===== src/rtl/display_pkg.sv =====
// Shared constants and helpers for the display compositor slice.
package display_pkg;
  localparam int   FADEW      = 5;
  localparam int   FADE_FULL  = 16;
  localparam logic EN_RST     = 1'b1;
  localparam logic KEY_EN_RST = 1'b1;

  // Input-to-display latency of the compositor for a given CLUT read latency.
  function automatic int comp_latency(input int clut_lat);
    return clut_lat + 3;
  endfunction
endpackage


===== src/rtl/display_compositor_if.sv =====
// CLUT read port plus aligned display output bundle.
interface display_compositor_if #(
  parameter int CORDW      = 16,
  parameter int BPC        = 5,
  parameter int CLUT_ADDRW = 8
);
  logic [CLUT_ADDRW-1:0]   clut_addr;
  logic [3*BPC-1:0]        clut_dout;
  logic signed [CORDW-1:0] disp_x, disp_y;
  logic                    disp_hsync, disp_vsync, disp_de, disp_frame;
  logic [BPC-1:0]          disp_r, disp_g, disp_b;

  modport master (
    output clut_addr, disp_x, disp_y, disp_hsync, disp_vsync, disp_de, disp_frame,
           disp_r, disp_g, disp_b,
    input  clut_dout
  );
  modport slave (
    input  clut_addr, disp_x, disp_y, disp_hsync, disp_vsync, disp_de, disp_frame,
           disp_r, disp_g, disp_b,
    output clut_dout
  );
endinterface


===== src/rtl/display_compositor_pipe_delay.sv =====
// Reset-clearing shift register used to keep side-band signals aligned with the colour path.
module pipe_delay #(
  parameter int WIDTH = 1,
  parameter int DEPTH = 1
) (
  input  logic             clk,
  input  logic             rst,
  input  logic [WIDTH-1:0] d,
  output logic [WIDTH-1:0] q
);
  logic [DEPTH-1:0][WIDTH-1:0] sr;

  always_ff @(posedge clk or posedge rst) begin
    if (rst) begin
      sr <= '0;
    end else begin
      sr[0] <= d;
      for (int i = 1; i < DEPTH; i++) sr[i] <= sr[i-1];
    end
  end

  assign q = sr[DEPTH-1];
endmodule


===== src/rtl/display_compositor.sv =====
// Layer priority select -> CLUT lookup -> background/fade mix -> aligned display outputs.
module display_compositor
  import display_pkg::*;
#(
  parameter int LAYERS     = 2,
  parameter int CIDXW      = 4,
  parameter int CLUT_ADDRW = 8,
  parameter int BPC        = 5,
  parameter int CORDW      = 16,
  parameter int CLUT_LAT   = 2,
  parameter logic [3*BPC-1:0] BG_COLR = 'h0886
) (
  input  logic                        clk_pix,
  input  logic                        rst_pix,
  input  logic signed [CORDW-1:0]     dx,
  input  logic signed [CORDW-1:0]     dy,
  input  logic                        hsync,
  input  logic                        vsync,
  input  logic                        de,
  input  logic                        frame_start,
  input  logic [LAYERS-1:0]           layer_paint,
  input  logic [LAYERS*CIDXW-1:0]     layer_pix,
  input  logic                        cfg_stb,
  input  logic [LAYERS-1:0]           cfg_en,
  input  logic [LAYERS-1:0]           cfg_key_en,
  input  logic [LAYERS*CLUT_ADDRW-1:0] cfg_pal_base,
  input  logic [3*BPC-1:0]            cfg_bg,
  input  logic [FADEW-1:0]            cfg_fade,
  output logic                        cfg_pending,
  display_compositor_if.master        dout
);
  localparam int LAT = comp_latency(CLUT_LAT);
  localparam int TW  = 2*CORDW + 4;
  localparam int PW  = BPC + 5;

  typedef struct packed {
    logic [LAYERS-1:0]            en;
    logic [LAYERS-1:0]            key_en;
    logic [LAYERS*CLUT_ADDRW-1:0] pal_base;
    logic [3*BPC-1:0]             bg;
    logic [FADEW-1:0]             fade;
  } cfg_t;

  localparam cfg_t CFG_RST = '{
    en:       {LAYERS{EN_RST}},
    key_en:   {LAYERS{KEY_EN_RST}},
    pal_base: '0,
    bg:       BG_COLR,
    fade:     FADEW'(FADE_FULL)
  };

  cfg_t act, shd, act_eff, cfg_in;
  logic apply;

  assign cfg_in  = '{en: cfg_en, key_en: cfg_key_en, pal_base: cfg_pal_base,
                     bg: cfg_bg, fade: cfg_fade};
  assign apply   = frame_start & cfg_pending;
  // The pixel carrying frame_start already sees the newly applied set.
  assign act_eff = apply ? shd : act;

  always_ff @(posedge clk_pix or posedge rst_pix) begin
    if (rst_pix) begin
      act         <= CFG_RST;
      shd         <= CFG_RST;
      cfg_pending <= 1'b0;
    end else begin
      if (apply) act <= shd;
      if (cfg_stb) begin
        shd         <= cfg_in;
        cfg_pending <= 1'b1;
      end else if (apply) begin
        cfg_pending <= 1'b0;
      end
    end
  end

  // Stage 1: eligibility and lowest-index priority select
  logic [LAYERS-1:0]     elig;
  logic [CLUT_ADDRW-1:0] sel_addr;
  logic                  hit_s1;

  for (genvar i = 0; i < LAYERS; i++) begin : g_elig
    assign elig[i] = act_eff.en[i] & layer_paint[i] &
                     ~(act_eff.key_en[i] & (layer_pix[i*CIDXW +: CIDXW] == '0));
  end

  always_comb begin
    sel_addr = '0;
    for (int i = LAYERS-1; i >= 0; i--) begin
      if (elig[i])
        sel_addr = act_eff.pal_base[i*CLUT_ADDRW +: CLUT_ADDRW] +
                   CLUT_ADDRW'(layer_pix[i*CIDXW +: CIDXW]);
    end
  end

  always_ff @(posedge clk_pix or posedge rst_pix) begin
    if (rst_pix) begin
      dout.clut_addr <= '0;
      hit_s1         <= 1'b0;
    end else begin
      hit_s1 <= |elig;
      if (|elig) dout.clut_addr <= sel_addr;
    end
  end

  // Delay lines matched to the CLUT read
  logic          hit_d;
  logic [TW-1:0] tim_d, tim_q;
  assign tim_d = {dx, dy, hsync, vsync, de, frame_start};

  pipe_delay #(.WIDTH(1), .DEPTH(LAT-3)) u_hit_dly (
    .clk(clk_pix), .rst(rst_pix), .d(hit_s1), .q(hit_d)
  );
  pipe_delay #(.WIDTH(TW), .DEPTH(LAT-1)) u_tim_dly (
    .clk(clk_pix), .rst(rst_pix), .d(tim_d), .q(tim_q)
  );

  // Mix stage: background substitution and fade scaling
  logic [3*BPC-1:0] colr, mixed, mix_q;
  logic [FADEW-1:0] f;

  assign colr = hit_d ? dout.clut_dout : act.bg;
  assign f    = (act.fade > FADEW'(FADE_FULL)) ? FADEW'(FADE_FULL) : act.fade;

  for (genvar c = 0; c < 3; c++) begin : g_ch
    logic [PW-1:0] prod;
    assign prod = PW'(colr[c*BPC +: BPC]) * PW'(f);
    assign mixed[c*BPC +: BPC] = BPC'(prod >> 4);
  end

  always_ff @(posedge clk_pix or posedge rst_pix) begin
    if (rst_pix) mix_q <= '0;
    else         mix_q <= mixed;
  end

  // Output stage
  always_ff @(posedge clk_pix or posedge rst_pix) begin
    if (rst_pix) begin
      dout.disp_x     <= '0;
      dout.disp_y     <= '0;
      dout.disp_hsync <= 1'b0;
      dout.disp_vsync <= 1'b0;
      dout.disp_de    <= 1'b0;
      dout.disp_frame <= 1'b0;
      dout.disp_r     <= '0;
      dout.disp_g     <= '0;
      dout.disp_b     <= '0;
    end else begin
      dout.disp_x     <= tim_q[TW-1 -: CORDW];
      dout.disp_y     <= tim_q[4 +: CORDW];
      dout.disp_hsync <= tim_q[3];
      dout.disp_vsync <= tim_q[2];
      dout.disp_de    <= tim_q[1];
      dout.disp_frame <= tim_q[0];
      dout.disp_r     <= tim_q[1] ? mix_q[2*BPC +: BPC] : '0;
      dout.disp_g     <= tim_q[1] ? mix_q[BPC +: BPC]   : '0;
      dout.disp_b     <= tim_q[1] ? mix_q[0 +: BPC]     : '0;
    end
  end
endmodule


===== src/flat_wrapper.sv =====
// flat-port wrapper written by rule: the top's interface ports become plain ports
module display_compositor_flat import display_pkg::*;
#(
  parameter int LAYERS     = 2,
  parameter int CIDXW      = 4,
  parameter int CLUT_ADDRW = 8,
  parameter int BPC        = 5,
  parameter int CORDW      = 16,
  parameter int CLUT_LAT   = 2,
  parameter logic [3*BPC-1:0] BG_COLR = 'h0886
)
  (clk_pix, rst_pix, dx, dy, hsync, vsync, de, frame_start, layer_paint, layer_pix, cfg_stb, cfg_en, cfg_key_en, cfg_pal_base, cfg_bg, cfg_fade, cfg_pending, dout_clut_addr, dout_disp_x, dout_disp_y, dout_disp_hsync, dout_disp_vsync, dout_disp_de, dout_disp_frame, dout_disp_r, dout_disp_g, dout_disp_b, dout_clut_dout);
  display_compositor_if #(.CORDW(CORDW), .BPC(BPC), .CLUT_ADDRW(CLUT_ADDRW)) dout_i ();
  input  logic clk_pix;
  input  logic rst_pix;
  input  logic signed [CORDW-1:0] dx;
  input  logic signed [CORDW-1:0] dy;
  input  logic hsync;
  input  logic vsync;
  input  logic de;
  input  logic frame_start;
  input  logic [LAYERS-1:0] layer_paint;
  input  logic [LAYERS*CIDXW-1:0] layer_pix;
  input  logic cfg_stb;
  input  logic [LAYERS-1:0] cfg_en;
  input  logic [LAYERS-1:0] cfg_key_en;
  input  logic [LAYERS*CLUT_ADDRW-1:0] cfg_pal_base;
  input  logic [3*BPC-1:0] cfg_bg;
  input  logic [FADEW-1:0] cfg_fade;
  output logic cfg_pending;
  output wire logic [$bits(dout_i.clut_addr)-1:0] dout_clut_addr;
  output wire logic [$bits(dout_i.disp_x)-1:0] dout_disp_x;
  output wire logic [$bits(dout_i.disp_y)-1:0] dout_disp_y;
  output wire logic [$bits(dout_i.disp_hsync)-1:0] dout_disp_hsync;
  output wire logic [$bits(dout_i.disp_vsync)-1:0] dout_disp_vsync;
  output wire logic [$bits(dout_i.disp_de)-1:0] dout_disp_de;
  output wire logic [$bits(dout_i.disp_frame)-1:0] dout_disp_frame;
  output wire logic [$bits(dout_i.disp_r)-1:0] dout_disp_r;
  output wire logic [$bits(dout_i.disp_g)-1:0] dout_disp_g;
  output wire logic [$bits(dout_i.disp_b)-1:0] dout_disp_b;
  input wire logic [$bits(dout_i.clut_dout)-1:0] dout_clut_dout;
  assign dout_clut_addr = dout_i.clut_addr;
  assign dout_disp_x = dout_i.disp_x;
  assign dout_disp_y = dout_i.disp_y;
  assign dout_disp_hsync = dout_i.disp_hsync;
  assign dout_disp_vsync = dout_i.disp_vsync;
  assign dout_disp_de = dout_i.disp_de;
  assign dout_disp_frame = dout_i.disp_frame;
  assign dout_disp_r = dout_i.disp_r;
  assign dout_disp_g = dout_i.disp_g;
  assign dout_disp_b = dout_i.disp_b;
  assign dout_i.clut_dout = dout_clut_dout;
  display_compositor #(.LAYERS(LAYERS), .CIDXW(CIDXW), .CLUT_ADDRW(CLUT_ADDRW), .BPC(BPC), .CORDW(CORDW), .CLUT_LAT(CLUT_LAT), .BG_COLR(BG_COLR)) u_core (.clk_pix(clk_pix), .rst_pix(rst_pix), .dx(dx), .dy(dy), .hsync(hsync), .vsync(vsync), .de(de), .frame_start(frame_start), .layer_paint(layer_paint), .layer_pix(layer_pix), .cfg_stb(cfg_stb), .cfg_en(cfg_en), .cfg_key_en(cfg_key_en), .cfg_pal_base(cfg_pal_base), .cfg_bg(cfg_bg), .cfg_fade(cfg_fade), .cfg_pending(cfg_pending), .dout(dout_i));
endmodule

===== config.mk =====
export PLATFORM = sky130hd
export DESIGN_NAME = display_compositor_flat
export DESIGN_NICKNAME = d
export VERILOG_FILES = /design/src/rtl/display_pkg.sv /design/src/rtl/display_compositor_if.sv /design/src/rtl/display_compositor_pipe_delay.sv /design/src/rtl/display_compositor.sv /design/src/flat_wrapper.sv
export SDC_FILE = /design/constraint.sdc
export NUM_CORES = 1
export LEC_CHECK = 0
export ABC_AREA = 1
export CORE_UTILIZATION = 50
export CTS_CLUSTER_DIAMETER = 80
export CTS_CLUSTER_SIZE = 8
export DETAILED_ROUTE_END_ITERATION = 8
export GPL_TIMING_DRIVEN = 0
export PLACE_DENSITY = 0.74
export SLEW_MARGIN = 5
export SYNTH_ARGS = -nofsm -noshare
export SYNTH_HDL_FRONTEND = slang
export SYNTH_SLANG_ARGS = --single-unit

===== constraint.sdc =====
create_clock -name clk_pix -period 22.5 [get_ports clk_pix]
set_input_delay 6.75 -clock clk_pix [delete_from_list [all_inputs] [get_ports clk_pix]]
set_output_delay 6.75 -clock clk_pix [all_outputs]
set_load 0.005 [all_outputs]

Word level (Yosys, flattened, before mapping) --
Cells that the tools add are included.
Word-level totals: input bits 104, register bits 302, output and inout port bits 60, word-level logic and storage cells 58
Operators by class: bitwise gates (word level) 9, magnitude comparators 1, $add $sub $neg 2, multipliers 3, reduce and logical (&&, ||, !) cells 4, muxes and demuxes 10
Operators by type and width (number):
- two-way mux 40 bit | 1
- multiplier 5 x 5 -> 9 bit | 3
- two-way mux 5 bit | 4
- adder 8 x 4 -> 8 bit | 2
- two-way mux 8 bit | 2
- two-way mux 15 bit | 1
- logical NOT 4 bit | 2
- bitwise AND 1 bit | 7
- > comparator 5 bit (second input constant) | 1
- two-way mux 1 bit | 2
- NOT 1 bit | 2
- nonzero test 2 bit | 1
- OR reduction 2 bit | 1

Logic depth before layout (Yosys ltp) --
Gate-level depths: netlist of the first run.
depth in word-level cells 7, mapped depth 19, depth with buffers taken out 18

Modules after synthesis --
From an unflattened synthesis of the first run, not the netlist that was laid out.
Second synthesis, totals: cell total of the unflattened synthesis 1142, area, all modules 12265.5 µm²
Modules (own cells, without submodules):
- display_compositor | times used 1, cells each 958, area an instance 8334.2 µm²
- pipe_delay (u_core.u_tim_dly) | times used 1, cells each 181, area an instance 3877.5 µm²
- pipe_delay (u_core.u_hit_dly) | times used 1, cells each 3, area an instance 53.8 µm²

Worst setup path after synthesis of the first run --
Ideal clock, no wire load.
path kind input to register, from in dout_clut_dout[0], to reg u_core.mix_q[3], path buffers 0, arrival 9619 ps, cell stages on the path 15, data required time 22383 ps, library setup time 117 ps, setup slack 12764 ps, path through inv_1 > nand2_1 > o21ai_0 > or2_2 > fa_1 > fa_1 > fa_1 > inv_1 > ha_1 > nand2_1 > nand2_1 > a31oi_1 > nand2_1 > nand2_1 > nand2_1
On the way: cells in the longest elaborated chain, start to end 2
Ends and longest elaborated chain:
- start: declaration | RTL line flat_wrapper.sv:41 | input wire logic [$bits(dout_i.clut_dout)-1:0] dout_clut_dout;
- two-way mux 15 bit | RTL line display_compositor.sv:122 | assign colr = hit_d ? dout.clut_dout : act.bg;
- multiplier 5 x 5 -> 9 bit | RTL line display_compositor.sv:127 | assign prod = PW'(colr[c*BPC +: BPC]) * PW'(f);
- via u_core.g_ch[0].prod[7] | RTL line display_compositor.sv:126 | logic [PW-1:0] prod;
- end signal: assignment | RTL line display_compositor.sv:133 | else mix_q <= mixed;
- end: declaration | RTL line display_compositor.sv:119 | logic [3*BPC-1:0] colr, mixed, mix_q;
The timed path passes the listed nets, and every way through them passes these cells. A chain may end at the register's enable or synchronous reset.

Final worst setup path of the first run --
from in dout_clut_dout[5], to reg u_core.mix_q[8]
On the way: cells in the longest elaborated chain, start to end 2
Ends and longest elaborated chain (RTL line):
- two-way mux 15 bit | display_compositor.sv:122
- multiplier 5 x 5 -> 9 bit | display_compositor.sv:127
- via u_core.g_ch[1].prod[7] | display_compositor.sv:126
The timed path passes the listed nets, and every way through them passes these cells.

==> impl_metrics.toml, run 1 <==
[outcome]
status = "finished clean"

[worst_setup_path]
r2r_slack_ns = 18.22
cp.required_ns = 22.91
critical_path_buf_inv_count = 3
cp-start-kind = "primary input"
endpoint_kind = "register"
timing.critical_path.mode_cell = "nand2_1"
critPathKind = "in2reg"
max_stage_delay_ns = 0.54
path_cells = "clkdlybuf4s50_1 -> inv_1 -> nand2_1 -> o21ai_0 -> or2_2 -> fa_1 -> fa_1 -> fa_1 -> inv_1 -> ha_1 -> nand2_1 -> nand2_1 -> a31oi_1 -> nand2_1 -> nand2_1 -> nand2_1"
worst_ep_arrival_time_ns = 10.39
path_max_fanout = 5
critPathTopFamily = "adder cells"
cpMaxStageDelayCell = "fa_1"

[clock_tree]
cts.clk_slew.worst_paths_ns = 0.05
cts-buffers-inserted = 43
cts-root-buf = "clkbuf_16"
post_cts_resized = 0
cts_setup_buffers = 0
hold_buffers = 0
cts_buffer_depth = 3
cts_max_level = 2
cts_tree = "yes"
clock_sinks = 302
worstSkewPairLatency_ns = 0.53

[floorplan]
core-area_um2 = 23400
ios = 164
initial_core_util = 0.507
die_h_um = 156
die_w_um = 156
dieArea_um2 = 24400
rows = 56

[synthesis]
synth_fa_ha_area_frac = 0.0946
synth_area_leader_cell = "dfrtp_1"
yosys.area_share.simple = 0.136
ys_types = 34
ys_ff_latch = 302
seq_area_frac_synth = 0.638
synth_top_family_by_area = "simple AND/OR/NAND/NOR gates"
synth_top_area_share = 0.599
synth_xor_xnor_area_share = 0.00811
ys_warn_count = 0
ys_async_sr_fraction = 1.00
synthCells = 1081
synth_compound_area_frac = 0.0490
syn_nets = 1261
muxShareOfSynthArea = 0.00833
synth.area.top_cells = "dfrtp_1 (60%), nand2_1 (7.3%), ha_1 (5.6%), inv_1 (5.2%), dfstp_2 (4.0%)"
synth_enable_flop_cells = 0
synth_area_um2 = 11900
synth.avg_cell_area_um2 = 11.0
synthFlopType = "dfrtp_1"

[global_route]
grt_pass1_wl_mm = 38.1
antenna_found_initial = 2
overflow = 0
grt_max_degree = 134
grt_pass1_vias = 7956
grt_usage = 0.201

[flow_run]
maxCapViolations = 0

[timing]
drv_slew = 0
hold_violations = 0
final.setup.tns_ns = 0
fmax_mhz = 100
skew_ns = 0.0308
setup_viol = 0
max_slew.worst_pin.slew_ns = 0.616
post-route-period-util = 0.444
max_slew_margin = 0.585
final.min_clock_period_ns = 9.99
setup_slack_ns = 12.52
worst_hold_slack_ns = 0.337
rsz0062_at_grt = "no"

[power_and_ir_drop]
vdd_drop_max_mv = 0.0681
p_leak_nw = 7.49
power_density_nw_per_um2 = 97.2

[detailed_routing]
drc = 0
via_count = 7731
drt_wl_total_mm = 23.0
routed_via_density = 4.70
drtAntennaViolNets = 0
first_pass_iters = 5
drtIter0Drc = 344
wl_per_cell_um = 14.0

[final_layout]
synthToLayoutAreaGrowth_pct = 28.4
design_area_um2 = 15200
nets = 1470
final_layout_size_suffix_gt1_frac = 0.0884

[placement]
gp_congestion = 0.906
port_buffers = 162
place_area_um2 = 14000
preCtsSetupSlack_ns = 12.00
dp_hpwl_mm = 16.4

[min_path]
hold_path_class = "reg2reg"
## metal layers
layer / vias to the layer above / part of all wire / routed length, um / track usage
li1: 3769 / - / - / -
met1: 3726 / 0.41 / 9540 / 0.249
met2: 202 / 0.52 / 11900 / 0.353
met3: 34 / 0.049 / 1140 / 0.0386
met4: 0 / 0.019 / 442 / 0.0654
met5: - / 0 / 0 / 0
## cells by family (layout without fill, tap and decap cells)
| kind of cell | count (synthesis) | in the layout |
|---|---|---|
| buf+inv | 197 | 440 |
| simple gates | 380 | 380 |
| xor+xnor | 11 | 11 |
| other cells | 0 | 2 |
| flops | 302 | 302 |
| compound gates | 106 | 106 |
| mux | 9 | 9 |
| fa+ha+maj | 76 | 76 |
## power by group
group          switching [mW]  internal (mW)  total (mW)
logic                   0.153          0.115       0.267
registers              0.0215          0.605       0.627
clock network           0.223          0.364       0.587
## per-stage QoR
| step | utilization | power (mW) | std cells |
|---|---|---|---|
| after CTS | 0.651 | 1.50 | 1643 |
| after detailed placement | 0.596 | 0.901 | 1564 |
| after floorplan | - | 0.799 | 1081 |
| after global routing | 0.651 | 1.57 | 1645 |
| after global placement | 0.594 | 0.893 | 1562 |
| final | 0.651 | 1.48 | 1645 |
## worst register-to-register path, stage by stage, from the launching register on
cell	delay, ns
dfrtp_1	0.46
buf_2	0.26
buf_2	0.27
mux2i_1	0.50
or2_2	0.21
fa_1	0.45
fa_1	0.54
fa_1	0.55
inv_1	0.04
ha_1	0.35
nand2_1	0.10
nand2_1	0.05
a31oi_1	0.19
nand2_1	0.08
nand2_1	0.05
nand2_1	0.05
## cells in the final DEF, fill, tap and decap left out, drive strengths merged
cell type,synthesis,routed
ha,53,53
a21o,1,1
clkdlybuf4s50,0,162
inv,170,171
a31oi,6,6
xor2,8,8
buf,14,16
nand3,55,55
diode,0,2
o21ai,92,92
clkinv,0,2
nor3,9,9
clkbuf,13,89
nand4,6,6
dfstp,18,18
o21bai,3,3
nand2,240,240
nor2,63,63
a21oi,4,4
xnor2,3,3
dfrtp,284,284
or2,7,7
fa,23,23
mux2i,2,2
mux2,7,7
## cells in the mapped netlist (2+ instances only)
cell and number:
mux2_2 7, o21ai_0 84, a31oi_1 6, o21ai_4 2
inv_1 166, o21bai_1 3, nand3_1 55, nand2_1 230
buf_1 2, xor2_1 8, nor3_1 9, ha_1 53
nand2_2 6, xnor2_1 3, o21ai_2 3, nor2_1 58
buf_6 3, a21oi_1 4, buf_2 9, dfstp_2 18
mux2i_1 2, dfrtp_1 284, nor2_4 4, or2_2 6
inv_2 3, nand2_4 4, o21ai_1 3, clkbuf_1 13
fa_1 23, nand4_1 6
## registers in the layout (all words and copies together), names as in the netlist, 5 cells and up
name / count
u_core.dout.clut_addr: 8
u_core.dout.disp_r: 5
u_core.dout.disp_y: 16
u_core.act: 40
u_core.mix_q: 15
u_core.shd: 40
u_core.dout.disp_x: 16
u_core.u_tim_dly.sr: 108
u_core.dout.disp_g: 5
u_core.dout.disp_b: 5
u_core.u_tim_dly.q: 36
## path summary, 6_finish.rpt
kind / startpoint / end / cells after the start
min in group asynchronous: rst_pix / u_core.dout.disp_y[2] / 2
max in group asynchronous: rst_pix / u_core.act[8] / 3
min reg2reg: u_core.u_tim_dly.sr[87] / u_core.u_tim_dly.q[15] / 0
max reg2reg: u_core.u_hit_dly.q / u_core.mix_q[3] / 15
min: u_core.u_tim_dly.sr[87] / u_core.u_tim_dly.q[15] / 0
max: dout_clut_dout[5] / u_core.mix_q[8] / 16
## layout make-up
cell class | count | area, um2
sequential | 302 | 7580
clock inverter | 3 | 68.8
inverter | 170 | 648
multi-input combinational | 582 | 3520
fill | 1861 | 8160
antenna | 2 | 5.00
tap | 319 | 399
timing repair buffer | 164 | 1680
buffer | 27 | 135
clock buffer | 76 | 1210
Note: power is estimated with default switching activity, not from simulation.
==> inputs of run 2 (changes only) <==
- CORE_UTILIZATION: 50 -> 49
- PLACE_DENSITY: 0.74 -> 0.75
- clock period: 22.5 -> 9.15 ns (I/O delays scaled with it)
==> run 2 against run 1 <==
  * Design area up 0.41%
  * Sequential share of layout area is 0.20 points lower
  * Combinational power up 150%
  * Clock skew is 0.020 ns lower
  * Clock-buffer cell count decreased by 4
==> impl_metrics.toml, run 2 (synthesis results as in run 1) <==
[clock_tree]
cts-buffers-inserted = 43
cts.clk_slew.worst_paths_ns = 0.05
post_cts_resized = 0
cts_buffer_depth = 3
clock_sinks = 302
cts_setup_buffers = 0
worstSkewPairLatency_ns = 0.52
cts_max_level = 2
cts-root-buf = "clkbuf_16"
cts_tree = "yes"
hold_buffers = 0

[global_route]
overflow = 0
grt_pass1_vias = 7917
grt_usage = 0.199
antenna_found_initial = 1
grt_max_degree = 46
grt_pass1_wl_mm = 38.5

[timing]
final.setup.tns_ns = 0
drv_slew = 0
final.min_clock_period_ns = 6.01
rsz0062_at_grt = "no"
max_slew_margin = 0.479
hold_violations = 0
post-route-period-util = 0.656
max_slew.worst_pin.slew_ns = 0.780
setup_viol = 0
fmax_mhz = 166
skew_ns = 0.0104

[floorplan]
ios = 164
rows = 56
initial_core_util = 0.503
die_h_um = 158
dieArea_um2 = 24900
die_w_um = 158
core-area_um2 = 23600

[final_layout]
synthToLayoutAreaGrowth_pct = 28.9
largest_register_ffs = 108
fill_cells = 1867
top_regs = "u_core.u_tim_dly.sr x108, u_core.act x40, u_core.shd x40"
regMostFlops = "u_core.u_tim_dly.sr"
postLayoutCoreUtil = 0.648
layout_commonest_cell = "dfrtp_1"
final_cell_mix = "dfrtp_1 (284), nand2_1 (230), inv_1 (165), clkdlybuf4s50_1 (162), o21ai_0 (84)"
nets = 1475
final_layout_size_suffix_gt1_frac = 0.0921

[worst_setup_path]
cpMaxStageDelayCell = "fa_1"
cp.required_ns = 9.55
critPathTopFamily = "adder cells"
cp-start-kind = "primary input"
critPathKind = "in2reg"
path_cells = "clkdlybuf4s50_1 -> inv_1 -> nand2_1 -> o21ai_0 -> or2_2 -> fa_1 -> fa_1 -> fa_1 -> inv_1 -> ha_1 -> nand2_1 -> nand2_1 -> a31oi_1 -> nand2_1 -> nand2_1 -> nand2_1"
timing.critical_path.mode_cell = "nand2_1"
worst_ep_arrival_time_ns = 6.40
critical_path_buf_inv_count = 3
max_stage_delay_ns = 0.55
path_max_fanout = 5
endpoint_kind = "register"

[flow_run]
maxCapViolations = 0

[detailed_routing]
drc = 0
drtAntennaViolNets = 0
drt_wl_total_mm = 23.1
via_count = 7771
wl_per_cell_um = 14.0
drtIter0Drc = 362
first_pass_iters = 5
routed_via_density = 4.73

[power_and_ir_drop]
switching_share = 0.264
switchingPower_uw = 959
vdd_drop_max_mv = 0.183
p_seq_frac = 0.424
comb_power_share = 0.182
pwr-share-clk = 0.394
p_int_mw = 2.67
power_density_nw_per_um2 = 237
p_leak_nw = 7.52

[placement]
gp_congestion = 0.885
port_buffers = 162
dp_hpwl_mm = 16.7

[min_path]
hold_path_class = "reg2reg"

[outcome]
status = "finished clean"
run 2: cell types whose count changed in the layout (fill, tap and decap cells not counted), sizes merged:
cell	change
diode	-1
inv	-2
clkbuf	-4
buf	+5
clkinvlp	+1
run 2: power by group through the flow:
stage	Sequential, mW	Clock, mW	Combinational (mW)
floorplan	1.55	0	0.414
global placement	1.56	0	0.635
detailed placement	1.56	0	0.659
CTS	1.54	1.47	0.669
global route	1.55	1.54	0.759
finish	1.54	1.43	0.662
run 2: metal layers:
metal / vias to the layer above / GRT usage / wire length, um
met5: - / 0 / 0
met4: 0 / 0.0754 / 648
met3: 53 / 0.0359 / 1090
met2: 207 / 0.345 / 11600
met1: 3737 / 0.249 / 9750
li1: 3774 / - / -
run 2: worst paths after layout:
kind / startpoint / endpoint / slack [ns] / depth (start not counted)
max: dout_clut_dout[5] / u_core.mix_q[8] / 3.14 / 16
min: u_core.u_tim_dly.sr[53] / u_core.u_tim_dly.sr[89] / 0.34 / 0
max reg2reg: u_core.u_hit_dly.q / u_core.mix_q[3] / 4.95 / 15
min reg2reg: u_core.u_tim_dly.sr[53] / u_core.u_tim_dly.sr[89] / 0.34 / 0
max in group asynchronous: rst_pix / u_core.shd[16] / 5.23 / 5
min in group asynchronous: rst_pix / u_core.u_tim_dly.sr[54] / 2.72 / 2
run 2: layout make-up:
class	count	area, um2	area share
diodes	1	2.50	0.000164
plain buffers	27	135	0.00883
clock buffers	72	1220	0.0795
clock inverters	2	46.3	0.00303
inverters	170	644	0.0421
multi-input cells	582	3520	0.230
flip-flops and latches	302	7580	0.495
well taps	319	399	0.0261
repair buffers	169	1760	0.115
run 2: stage by stage:
step	instances	area [um2]	worst slack (ns)	total power [mW]	hold slack, ns
after floorplan	1081	11900	2.40	1.97	0.331
after global placement	1562	13900	0.645	2.19	0.331
after detailed placement	1569	14000	2.65	2.22	0.335
after CTS	1643	15300	3.17	3.68	0.342
after global routing	1644	15300	3.00	3.85	0.341
final	1644	15300	3.14	3.63	0.341
==> inputs of run 3 (changes only) <==
- CORE_UTILIZATION: 49 -> 50
- PLACE_DENSITY: 0.75 -> 0.74
- clock period: 9.15 -> 6.2 ns (I/O delays scaled with it)
==> run 3 against run 2 <==
  * Final cell count fell by 0.67%
  * Sequential power is 47% higher
  * Global-route usage rose by 0.63 points
  * Die area down 2.0%
  * Critical path depth unchanged
  * First-iteration DRC count is 7.2% higher
  * Hold slack got worse by 0.0081 ns
  * Setup slack got worse by 2.1 ns
  * Design area fell by 0.27%
  * Sequential share of layout area grew 0.13 points
  * Routed wire length increased by 0.75%
  * Critical path type unchanged
==> impl_metrics.toml, run 3 (synthesis results as in run 1) <==
[outcome]
status = "finished clean"

[final_layout]
seqCellArea_um2 = 7580
final_layout_size_suffix_gt1_frac = 0.0929
nets = 1475
largest_register_ffs = 108
fill_cells = 1867
final_cells = 1633
synthToLayoutAreaGrowth_pct = 28.5
final_cell_mix = "dfrtp_1 (284), nand2_1 (230), inv_1 (165), clkdlybuf4s50_1 (162), o21ai_0 (84)"
layout_commonest_cell = "dfrtp_1"
design_area_um2 = 15300
multi_input_area_um2 = 3520
regMostFlops = "u_core.u_tim_dly.sr"
top_regs = "u_core.u_tim_dly.sr x108, u_core.act x40, u_core.shd x40"

[placement]
dp_hpwl_mm = 16.6
port_buffers = 162
place_area_um2 = 14000
place_inst = 1569
gp_congestion = 0.883

[worst_setup_path]
regToRegEndpoint = "u_core.mix_q[3]"
r2r_slack_ns = 1.86
path_max_fanout = 5
endpoint_kind = "register"
r2r_start = "u_core.u_hit_dly.q"
critPathKind = "in2reg"
reg2reg_depth = 15
critical_path_buf_inv_count = 3
path_cells = "clkdlybuf4s50_1 -> inv_1 -> nand2_1 -> o21ai_0 -> or2_2 -> fa_1 -> fa_1 -> fa_1 -> inv_1 -> ha_1 -> nand2_1 -> nand2_1 -> a31oi_1 -> nand2_1 -> nand2_1 -> nand2_1"
cp.required_ns = 6.60
max_stage_delay_ns = 0.57
worst_ep_arrival_time_ns = 5.56
cpMaxStageDelayCell = "fa_1"
worst-path-stages = 16
cp-start-kind = "primary input"
worstSetupStartpoint = "dout_clut_dout[0]"
critPathTopFamily = "adder cells"
timing.critical_path.mode_cell = "nand2_1"

[global_route]
grt_pass1_wl_mm = 38.7
antenna_found_initial = 0
grt_usage = 0.206
grt_max_degree = 43
overflow = 0
grt_pass1_vias = 7878

[timing]
max_slew_margin = 0.542
final.min_clock_period_ns = 5.17
drv_slew = 0
skew_ns = 0.0124
max_slew.worst_pin.slew_ns = 0.686
fmax_mhz = 194
post-route-period-util = 0.833
setup_viol = 0
hold_violations = 0
rsz0062_at_grt = "no"

[power_and_ir_drop]
power_mw = 5.34
power_density_nw_per_um2 = 350
vdd_drop_max_mv = 0.253
p_leak_nw = 7.51

[floorplan]
dieArea_um2 = 24400
core-area_um2 = 23400
ios = 164
die_h_um = 156
initial_core_util = 0.507
die_w_um = 156
rows = 56

[detailed_routing]
wl_per_cell_um = 14.2
drc = 0
routed_via_density = 4.70
drt_wl_total_mm = 23.2
drtIter0Drc = 388
drtAntennaViolNets = 0
first_pass_iters = 7
via_count = 7676

[clock_tree]
cts_buffer_depth = 3
cts_max_level = 2
cts.clk_slew.worst_paths_ns = 0.05
clock_sinks = 302
post_cts_resized = 0
worstSkewPairLatency_ns = 0.53
cts-buffers-inserted = 43
cts_setup_buffers = 0
hold_buffers = 0
cts-root-buf = "clkbuf_16"
cts_tree = "yes"

[min_path]
min_path_cells = 0
hold_path_class = "reg2reg"
worstHoldEndpoint = "u_core.u_tim_dly.q[19]"
hp-start = "u_core.u_tim_dly.sr[91]"

[flow_run]
maxCapViolations = 0
[run 3: worst max path at each step]
stage	endpoint	slack [ns]
5_1_grt	u_core.mix_q[3]	0.80
3_3_place_gp	u_core.dout.disp_b[4]	-1.48
2_1_floorplan	u_core.act[0]	0.34
4_1_cts	u_core.mix_q[3]	1.04
3_5_place_dp	u_core.mix_q[3]	0.51
6_report	u_core.mix_q[3]	1.03
[run 3: layer usage]
layer / GRT usage / share of wire
met1: 0.263 / 0.43
met2: 0.348 / 0.49
met3: 0.0428 / 0.054
met4: 0.0733 / 0.024
met5: 0 / 0
[run 3: power breakdown]
part           internal, mW  switching [mW]
Combinational         0.421           0.558
Sequential             2.20          0.0748
Clock                  1.30           0.791
Total                  3.91            1.42
[run 3: metrics by stage]
stage	TNS, ns	util	hold slack (ns)	setup slack [ns]
finish	0	0.652	0.333	1.03
global route	0	0.652	0.340	0.804
CTS	0	0.652	0.338	1.04
detailed placement	0	0.600	0.335	0.507
global placement	-410.30	0.594	0.331	-1.48
floorplan	0	-	0.331	0.340
[run 3: area by class of cell]
class,instances,share of cell area
clock inverters,2,0.00303
repair buffers,169,0.115
inverters,170,0.0422
flip-flops and latches,302,0.497
plain buffers,27,0.00885
clock buffers,61,0.0770
multi-input cells,582,0.230
well taps,319,0.0262
diodes,1,0.000164
